<file path="config.mk">
export PLATFORM = sky130hd
export DESIGN_NAME = video_attr_serializer
export DESIGN_NICKNAME = d
export VERILOG_FILES = /design/src/rtl/video_attr_serializer.sv
export SDC_FILE = /design/constraint.sdc
export NUM_CORES = 1
export LEC_CHECK = 0
export ABC_AREA = 0
export CAP_MARGIN = 20
export CORE_ASPECT_RATIO = 0.75
export CORE_MARGIN = 4
export CORE_UTILIZATION = 40
export CTS_BUF_LIST = sky130_fd_sc_hd__clkbuf_4 sky130_fd_sc_hd__clkbuf_8 sky130_fd_sc_hd__clkbuf_16
export DETAILED_ROUTE_END_ITERATION = 8
export SKIP_CTS_REPAIR_TIMING = 1
export SYNTH_ARGS = -nofsm -noshare
export SYNTH_HDL_FRONTEND = slang
export SYNTH_SLANG_ARGS = --single-unit
</file>
<file path="constraint.sdc">
create_clock -name CLK -period 5.1 [get_ports CLK]
set_clock_uncertainty 0.05 [all_clocks]
set_input_delay 1.02 -clock CLK [delete_from_list [all_inputs] [get_ports CLK]]
set_output_delay 1.02 -clock CLK [all_outputs]
set_load 0.005 [all_outputs]
</file>
<file path="src/rtl/video_attr_serializer.sv">
// video_attr_serializer: pixel/attribute output stage.
// Double-buffers one pixel word and one attribute byte per character cell, shifts pixels out
// MSB-first on PIX_CE, applies FLASH inversion and drives registered RGBI.
//
// Ports:
//   CLK, RST          clock, synchronous active-high reset
//   PIX_CE            pixel enable; one pixel emitted per asserted cycle
//   D                 fetch bus (pixel word, or attribute in low 8 bits)
//   FETCH_PIX/ATTR    latch D into the stage-1 pixel / attribute register
//   LOAD              cell boundary: stage 1 -> shifter/stage-2 attribute, samples DISPLAY
//   DISPLAY           1 = active area for the cell being loaded, 0 = border
//   BLANK             forces RGBI to 0
//   BORDER            border colour {G,R,B}
//   FRAME             frame pulse, advances the flasher
//   MODE, MONO_ATTR   MODE=1 replaces the cell attribute with MONO_ATTR
//   R, G, B, I        registered colour outputs
//   FLASH             current flasher phase
//   UNDERRUN          sticky: pixel requested with the shifter empty
module video_attr_serializer #(
  parameter int unsigned PIX_W       = 8,
  parameter int unsigned FLASH_DIV   = 16,
  parameter int unsigned CNT_W       = 4,
  parameter int unsigned FLASH_CNT_W = 5
) (
  input  logic             CLK,
  input  logic             RST,
  input  logic             PIX_CE,
  input  logic [PIX_W-1:0] D,
  input  logic             FETCH_PIX,
  input  logic             FETCH_ATTR,
  input  logic             LOAD,
  input  logic             DISPLAY,
  input  logic             BLANK,
  input  logic [2:0]       BORDER,
  input  logic             FRAME,
  input  logic             MODE,
  input  logic [7:0]       MONO_ATTR,
  output logic             R,
  output logic             G,
  output logic             B,
  output logic             I,
  output logic             FLASH,
  output logic             UNDERRUN
);

  logic [PIX_W-1:0]       pix1_q, pix1_d;
  logic [7:0]             attr1_q, attr1_d;
  logic [PIX_W-1:0]       sr_q, sr_d;
  logic [7:0]             attr2_q, attr2_d;
  logic                   cell_disp_q, cell_disp_d;
  logic [CNT_W-1:0]       cnt_q, cnt_d;
  logic [FLASH_CNT_W-1:0] fcnt_q, fcnt_d;
  logic                   flash_q, flash_d;
  logic                   underrun_q, underrun_d;
  logic [3:0]             rgbi_q, rgbi_d;  // {G,R,B,I}

  logic [7:0] d_attr;
  logic       emit_bit;
  logic [7:0] attr_eff;
  logic       disp_eff;
  logic [7:0] attr_sel;
  logic       ink_sel;

  // Attribute lives in the low 8 bits of D; narrower buses are zero-extended.
  if (PIX_W >= 8) begin : g_attr_wide
    assign d_attr = D[7:0];
  end else begin : g_attr_narrow
    assign d_attr = {{(8 - PIX_W){1'b0}}, D};
  end

  always_comb begin
    pix1_d      = pix1_q;
    attr1_d     = attr1_q;
    sr_d        = sr_q;
    attr2_d     = attr2_q;
    cell_disp_d = cell_disp_q;
    cnt_d       = cnt_q;
    fcnt_d      = fcnt_q;
    flash_d     = flash_q;
    underrun_d  = underrun_q;
    rgbi_d      = rgbi_q;
    emit_bit    = 1'b0;

    if (FETCH_PIX)  pix1_d  = D;
    if (FETCH_ATTR) attr1_d = d_attr;

    // A pixel emitted in the LOAD cycle belongs to the cell being loaded.
    attr_eff = LOAD ? attr1_q : attr2_q;
    disp_eff = LOAD ? DISPLAY : cell_disp_q;

    if (LOAD) begin
      sr_d        = pix1_q;
      attr2_d     = attr1_q;
      cell_disp_d = DISPLAY;
      cnt_d       = '0;
    end

    if (PIX_CE) begin
      if (LOAD) begin
        emit_bit = pix1_q[PIX_W-1];
        sr_d     = pix1_q << 1;
        cnt_d    = CNT_W'(1);
      end else if (cnt_q == CNT_W'(PIX_W)) begin
        // Shifter empty: show paper and flag it until reset.
        emit_bit   = 1'b0;
        underrun_d = 1'b1;
      end else begin
        emit_bit = sr_q[PIX_W-1];
        sr_d     = sr_q << 1;
        cnt_d    = cnt_q + CNT_W'(1);
      end
    end

    attr_sel = MODE ? MONO_ATTR : attr_eff;
    ink_sel  = emit_bit ^ (attr_sel[7] & flash_q);

    if (PIX_CE) begin
      if (BLANK) begin
        rgbi_d = 4'b0000;
      end else if (!disp_eff) begin
        rgbi_d = {BORDER, 1'b0};
      end else begin
        rgbi_d = {(ink_sel ? attr_sel[2:0] : attr_sel[5:3]), attr_sel[6]};
      end
    end

    if (FRAME) begin
      if (fcnt_q == FLASH_CNT_W'(FLASH_DIV - 1)) begin
        fcnt_d  = '0;
        flash_d = ~flash_q;
      end else begin
        fcnt_d = fcnt_q + FLASH_CNT_W'(1);
      end
    end
  end

  always_ff @(posedge CLK) begin
    if (RST) begin
      pix1_q      <= '0;
      attr1_q     <= '0;
      sr_q        <= '0;
      attr2_q     <= '0;
      cell_disp_q <= 1'b0;
      cnt_q       <= CNT_W'(PIX_W);
      fcnt_q      <= '0;
      flash_q     <= 1'b0;
      underrun_q  <= 1'b0;
      rgbi_q      <= '0;
    end else begin
      pix1_q      <= pix1_d;
      attr1_q     <= attr1_d;
      sr_q        <= sr_d;
      attr2_q     <= attr2_d;
      cell_disp_q <= cell_disp_d;
      cnt_q       <= cnt_d;
      fcnt_q      <= fcnt_d;
      flash_q     <= flash_d;
      underrun_q  <= underrun_d;
      rgbi_q      <= rgbi_d;
    end
  end

  assign G        = rgbi_q[3];
  assign R        = rgbi_q[2];
  assign B        = rgbi_q[1];
  assign I        = rgbi_q[0];
  assign FLASH    = flash_q;
  assign UNDERRUN = underrun_q;

endmodule

</file>
==> results of run 1 <==
==> stage by stage <==
step / power (uW) / worst slack, ns / hold slack, ns / utilization
finish: 781 / 1.73 / 0.435 / 0.505
detailed placement: 523 / 1.41 / 0.418 / 0.484
floorplan: 482 / 2.38 / 0.400 / -
global placement: 523 / 1.45 / 0.422 / 0.484
CTS: 790 / 1.72 / 0.441 / 0.505
global route: 821 / 1.53 / 0.483 / 0.505
==> power by group through the flow <==
stage	Combinational, uW	Sequential, uW	Clock [uW]
after global routing	123	407	291
after detailed placement	110	413	0
after floorplan	71.9	410	0
after CTS	110	404	276
after global placement	110	413	0
final	110	404	267
==> cell type report <==
class,count,area (um^2),share of cell area
Clock buffer,5,68.8,0.0256
Clock inverter,3,42.5,0.0158
Inverter,13,48.8,0.0182
Multi-Input combinational cell,166,1120,0.416
Sequential cell,48,961,0.358
Tap cell,75,93.8,0.0349
Timing Repair Buffer,36,355,0.132
==> cell usage in the layout, fill, tap and decap left out, types with 3 or more instances in the layout <==
master	n
nor3_1	6
mux2_2	4
nand3_1	3
nand2b_1	3
mux2i_1	24
nor2_1	38
dfxtp_1	48
o21ai_0	11
inv_1	12
mux4_2	3
ha_1	3
clkdlybuf4s50_1	34
clkbuf_8	5
a21oi_1	13
nor2b_1	6
nand2_1	24
==> worst min-delay path: cells and delay by family (launching register included) <==
family,cells,cell delay (ns)
compound gates,1,0.04
flops,1,0.34
simple gates,1,0.07
==> kinds of logic after synthesis <==
kind of cell / after synthesis / synth area share
xor+xnor: 4 / 0.0194
buf+inv: 28 / 0.0536
mux: 33 / 0.179
simple gates: 89 / 0.184
flops: 48 / 0.438
compound gates: 37 / 0.109
fa+ha+maj: 3 / 0.0171
==> flip-flops by register name, summed over array words and instances, names as in the netlist <==
name	count
rgbi_q	4
FLASH	1
pix1_q	8
attr1_q	8
sr_q	8
cell_disp_q	1
attr2_q	8
UNDERRUN	1
fcnt_q	5
cnt_q	4
==> worst paths after layout <==
kind                            startpoint        end  slack, ns  cells past startpoint
worst max-delay path                  LOAD  rgbi_q[2]       1.73                      7
worst min-delay path              UNDERRUN   UNDERRUN       0.43                      2
worst max register to register    cnt_q[0]  rgbi_q[2]       2.66                      7
worst min register to register    UNDERRUN   UNDERRUN       0.43                      2
==> per-layer routing <==
layer  vias to the layer above  wire length [um]  GRT usage
met5                         -                 0          0
met3                         2               267     0.0363
met2                        34              1790      0.185
met4                         0                18     0.0240
met1                       794              2520      0.244
li1                        886                 -          -
==> flow_summary.json, run 1 <==
{
  "grt_antenna_before_repair": 0,
  "comb_power_share": 0.140,
  "end_kind": "register",
  "grt_pass1_wl_um": 7750,
  "start_util": 0.412,
  "slew_violations": 0,
  "critPathSlowestCell": "clkdlybuf4s50_1",
  "worst_pin_slew_ns": 0.814,
  "syn_area_um2": 2200,
  "vias_per_cell": 4.96,
  "async_flop_share": 0,
  "switching_share": 0.238,
  "drt-wirelength-per-cell_um": 13.3,
  "grt_pass1_vias": 1511,
  "place.gp.congestion": 0.797,
  "cpPeakStageDelay_ns": 0.81,
  "synth_enable_flop_cells": 0,
  "ant_nets": 0,
  "dr.pass1.iters": 4,
  "cts_max_level": 2,
  "cp.arrival_ns": 3.52,
  "required_ns": 5.25,
  "cts_tree": "done",
  "nFillCells": 506,
  "fmax_mhz": 297,
  "drive_gt1_frac": 0.0812,
  "static-leakage-power_uw": 0.00109,
  "ys.flop_type": "dfxtp_1",
  "finalCritPeriodShare": 0.661,
  "row_count": 23,
  "place_hpwl_um": 3520,
  "cp_cell_sequence": "clkdlybuf4s50_1 > buf_4 > nand3_1 > o21ai_1 > xor2_2 > mux4_2 > a221oi_2",
  "rsz0062_at_grt": "no",
  "syn_avg_cell_area_um2": 9.07,
  "internal-power_uw": 594,
  "numCtsBuffers": 5,
  "num_vias": 1716,
  "yosysWarnings": 0,
  "die-width_um": 93.6,
  "insertedDiodeCount": 0,
  "path_max_fanout": 26,
  "synth_seq_cells": 48,
  "fin_area_um2": 2690,
  "period_minus_slack_ns": 3.37,
  "ys_types": 42,
  "cp-start-kind": "input port",
  "drtIter0Drc": 80,
  "coreArea_um2": 5320,
  "synth_top_cell_by_area": "dfxtp_1",
  "finalNonFillerCells": 346,
  "status": "finished, final reports clean",
  "pwr-share-clk": 0.342,
  "netSwitchingPower_uw": 186,
  "cap_violations": 0,
  "overflow": 0,
  "post-place-cells": 338,
  "cp_top_family": "buffers and inverters",
  "synth_common_cells": "dfxtp_1, nor2_1, mux2i_1, nand2_1, a21oi_1",
  "dieArea_um2": 6750,
  "clk_pin_slew_ns": 0.09,
  "drt-total-wl_um": 4600,
  "path_buf_inv": 2,
  "grt_max_degree": 29,
  "drc": 0,
  "ys_seq_area_frac": 0.438,
  "clock_latency_ns": 0.29,
  "io_buffers": 34,
  "nets": 302,
  "hold_violations": 0,
  "fin_tns_setup_ns": 0,
  "synth_fp_nets": 274,
  "syn_inst": 242,
  "area_delta_synth_final_pct": 22.4,
  "power_density_nw_per_um2": 290,
  "critical_path_class": "in -> reg",
  "cts-root-buf": "clkbuf_8",
  "die_height_um": 72.2,
  "synth_area_leaders": "dfxtp_1, mux2i_1, nor2_1",
  "cts_sinks": 48,
  "synth.most_common_cell": "dfxtp_1",
  "worstHoldPathType": "reg -> reg",
  "seqPwrFrac": 0.518,
  "relSlewSlack": 0.455,
  "clockBufferDepth": 2,
  "yosysTopAreaCellShare": 0.438,
  "dpl-instance-area_um2": 2580,
  "groute.usage.overall": 0.146,
  "setup_viol": 0,
  "ir_drop_v": 0.000162,
  "num_io_pins": 35
}
(Power assumes the default switching activity.)
==> run 2: changes to the inputs <==
==> constraint.sdc (replaced) <==
create_clock -name CLK -period 3.45 [get_ports CLK]
set_clock_uncertainty 0.05 [all_clocks]
set_input_delay 0.69 -clock CLK [delete_from_list [all_inputs] [get_ports CLK]]
set_output_delay 0.69 -clock CLK [all_outputs]
set_load 0.005 [all_outputs]
==> run 2 against run 1 <==
Against the previous run:
- worst hold slack gained 0.0058 ns
- combinational power up 48%
- sequential share of layout area about the same
- register-to-register slack worse by 1.7 ns
- clock power up 33%
- wire length increased by 0.15%
- critical path depth fell by 1
- largest power group unchanged
==> flow_summary.json, run 2 (same netlist as run 1, synthesis figures left out) <==
{
  "fin_tns_setup_ns": 0,
  "coreArea_um2": 5320,
  "die_height_um": 72.2,
  "numCtsBuffers": 5,
  "grt_pass1_vias": 1654,
  "die-width_um": 93.6,
  "path_max_fanout": 4,
  "required_ns": 3.59,
  "critical_path_class": "in -> reg",
  "groute.usage.overall": 0.150,
  "period_minus_slack_ns": 2.61,
  "fmax_mhz": 384,
  "cts-root-buf": "clkbuf_8",
  "grt_pass1_wl_um": 8020,
  "power_uw": 1110,
  "status": "finished, final reports clean",
  "io_buffers": 34,
  "worstHoldPathType": "reg -> reg",
  "num_io_pins": 35,
  "nFillCells": 519,
  "final_util": 0.505,
  "vias_per_cell": 4.84,
  "relSlewSlack": 0.568,
  "clk_pin_slew_ns": 0.09,
  "place.gp.congestion": 0.832,
  "clockBufferDepth": 2,
  "cp.arrival_ns": 2.74,
  "overflow": 0,
  "drt-wirelength-per-cell_um": 13.2,
  "num_vias": 1683,
  "start_util": 0.412,
  "dpl-instance-area_um2": 2590,
  "end_kind": "register",
  "mostFrequentLayoutCells": "dfxtp_1, nor2_1, clkdlybuf4s50_1",
  "cp-start-kind": "input port",
  "slew_violations": 0,
  "grt_antenna_before_repair": 0,
  "insertedDiodeCount": 0,
  "dieArea_um2": 6750,
  "cts_tree": "done",
  "drc": 0,
  "finalCritPeriodShare": 0.755,
  "drt-total-wl_um": 4610,
  "layout_commonest_cell": "dfxtp_1",
  "rsz0062_at_grt": "no",
  "clock_latency_ns": 0.29,
  "dr.pass1.iters": 4,
  "worst_pin_slew_ns": 0.641,
  "static-leakage-power_uw": 0.00109,
  "grt_max_degree": 49,
  "row_count": 23,
  "cts_sinks": 48,
  "ant_nets": 0,
  "cts_max_level": 2,
  "holdWs_ns": 0.440,
  "power_density_nw_per_um2": 414,
  "ir_drop_v": 0.000213,
  "setup_viol": 0,
  "place_hpwl_um": 3350,
  "cap_violations": 0,
  "nets": 304,
  "drive_gt1_frac": 0.0879,
  "hold_violations": 0,
  "fin_area_um2": 2690,
  "drtIter0Drc": 65,
  "area_delta_synth_final_pct": 22.5
}
## run 2: cell count changes in the layout (fill, tap and decap cells not counted), sizes merged
| cell | change |
|---|---|
| buf | +2 |
| clkinv | -1 |
| clkbuf | +3 |
| clkinvlp | -1 |
| bufinv | -1 |
## run 2: area by class of cell
cell class,count,area (um^2),share of cell area
timing repair buffer,38,370,0.138
sequential,48,961,0.357
inverter,13,48.8,0.0181
multi-input combinational,166,1120,0.416
tap,75,93.8,0.0349
clock buffer,8,97.6,0.0363
## run 2: path summary, 6_finish.rpt
check | start | endpoint | slack (ns) | depth (start not counted)
max | LOAD | rgbi_q[3] | 0.84 | 6
max reg2reg | cnt_q[0] | rgbi_q[3] | 0.98 | 7
min reg2reg | fcnt_q[1] | fcnt_q[1] | 0.44 | 2
min | fcnt_q[1] | fcnt_q[1] | 0.44 | 2
## run 2: routing by layer
layer	global-route usage	vias up	wire [um]
met5	0	-	0
met1	0.219	767	2520
met2	0.221	21	1890
met3	0.0373	5	161
li1	-	890	-
met4	0.0433	0	37
## run 2: power breakdown
part | leakage, uW | internal (uW) | switching, uW
sequential | 0.000393 | 581 | 15.8
clock | 0.0000523 | 179 | 174
combinational | 0.000648 | 84.2 | 79.1
total | 0.00109 | 845 | 269
## run 2: worst max-delay path: stages
cell and delay, ns:
clkdlybuf4s50_1 0.50, mux2i_2 0.21, a211oi_2 0.30, xor2_2 0.27, mux4_1 0.60, o21a_1 0.18
## run 2: stage by stage
stage                     cells  setup slack (ns)
final                       348             0.844
after global routing        348             0.724
after CTS                   348             0.825
after detailed placement    340             0.514
after global placement      340             0.558
after floorplan             242              1.06
==> run 3: changes to the inputs <==
==> constraint.sdc (replaced) <==
create_clock -name CLK -period 2.26 [get_ports CLK]
set_clock_uncertainty 0.05 [all_clocks]
set_input_delay 0.452 -clock CLK [delete_from_list [all_inputs] [get_ports CLK]]
set_output_delay 0.452 -clock CLK [all_outputs]
set_load 0.005 [all_outputs]
==> run 3 against run 2 <==
Against the previous run:
- total power is 73% higher
- clock power increased by 110%
- combinational power rose by 71%
- highest routed layer unchanged
- sequential power grew 53%
- final cell count is 3.2% higher
- critical path depth increased by 1
- count of clock-buffer cells in the layout is 3 lower
==> flow_summary.json, run 3 (same netlist as run 1, synthesis figures left out) <==
{
  "grt_max_degree": 49,
  "place_hpwl_um": 3530,
  "insertedDiodeCount": 0,
  "overflow": 0,
  "slew_violations": 0,
  "relSlewSlack": 0.632,
  "critical_path_class": "reg -> reg",
  "finalCritPeriodShare": 0.939,
  "cap_violations": 0,
  "drc": 0,
  "cts-root-buf": "clkbuf_8",
  "drtIter0Drc": 81,
  "area_delta_synth_final_pct": 30.1,
  "numCtsBuffers": 5,
  "grt_pass1_wl_um": 8040,
  "worst_pin_slew_ns": 0.551,
  "place.gp.congestion": 0.846,
  "vias_per_cell": 4.92,
  "cts_sinks": 48,
  "layout_commonest_cell": "dfxtp_1",
  "ant_nets": 0,
  "cts_tree": "done",
  "power_density_nw_per_um2": 675,
  "clk_pin_slew_ns": 0.09,
  "regToRegSetupSlack_ns": 0.14,
  "period_minus_slack_ns": 2.12,
  "nets": 315,
  "required_ns": 2.43,
  "grt_pass1_vias": 1668,
  "clockBufferDepth": 2,
  "clock_latency_ns": 0.29,
  "cp.arrival_ns": 2.29,
  "coreArea_um2": 5320,
  "setup_viol": 0,
  "start_util": 0.412,
  "ir_drop_v": 0.000398,
  "row_count": 23,
  "fmax_mhz": 471,
  "fin_ws_ns": 0.138,
  "die-width_um": 93.6,
  "drt-wirelength-per-cell_um": 13.4,
  "mostFrequentLayoutCells": "dfxtp_1, nor2_1, clkdlybuf4s50_1",
  "grt_antenna_before_repair": 0,
  "die_height_um": 72.2,
  "worstHoldPathType": "reg -> reg",
  "post-place-cells": 351,
  "end_kind": "register",
  "dieArea_um2": 6750,
  "drive_gt1_frac": 0.134,
  "rsz0062_at_grt": "no",
  "hold_violations": 0,
  "groute.usage.overall": 0.151,
  "cp-start-kind": "register",
  "path_max_fanout": 3,
  "num_vias": 1767,
  "finalNonFillerCells": 359,
  "num_io_pins": 35,
  "status": "finished, final reports clean",
  "cts_max_level": 2,
  "drt-total-wl_um": 4800,
  "static-leakage-power_uw": 0.00120,
  "preCtsSetupSlack_ns": -0.468,
  "io_buffers": 34,
  "fin_tns_setup_ns": 0,
  "dr.pass1.iters": 4
}
-- run 3: layer usage --
| metal | vias to the layer above | GRT usage | routed length [um] |
|---|---|---|---|
| met5 | - | 0 | 0 |
| met1 | 811 | 0.233 | 2560 |
| met3 | 2 | 0.0456 | 258 |
| li1 | 916 | - | - |
| met4 | 0 | 0.0288 | 15 |
| met2 | 38 | 0.208 | 1970 |
-- run 3: cell type report --
type	instances	area (um^2)
fill	485	2470
inverter	13	48.8
sequential	48	962
multi-input combinational	166	1140
clock buffer	5	68.8
clock inverter	3	68.8
timing repair buffer	49	473
tap	75	93.8
-- run 3: path summary, 6_finish.rpt --
| check | start | to | cells after the start |
|---|---|---|---|
| setup / recovery | cnt_q[0] | rgbi_q[1] | 7 |
| hold / removal | fcnt_q[1] | fcnt_q[1] | 2 |
| setup reg to reg | cnt_q[0] | rgbi_q[1] | 7 |
| hold reg to reg | fcnt_q[1] | fcnt_q[1] | 2 |
-- run 3: stage by stage --
step / total power, uW / instance area, um^2 / hold WS, ns / utilization
after floorplan: 1090 / 2200 / 0.400 / -
after global placement: 1200 / 2690 / 0.406 / 0.505
after detailed placement: 1210 / 2690 / 0.431 / 0.505
after CTS: 1950 / 2830 / 0.447 / 0.531
after global routing: 2030 / 2860 / 0.481 / 0.537
final: 1930 / 2860 / 0.445 / 0.537
-- run 3: worst max-delay path, cell delays in order, from the launching register on --
cell	delay, ns
dfxtp_2	0.34
inv_1	0.04
ha_1	0.21
and3b_2	0.23
o21ai_4	0.19
xor2_4	0.22
mux4_2	0.54
a221oi_2	0.23
-- run 3: report_power, final --
part	internal, uW	switching, uW
Clock	445	295
Sequential	888	22.9
Combinational	147	131
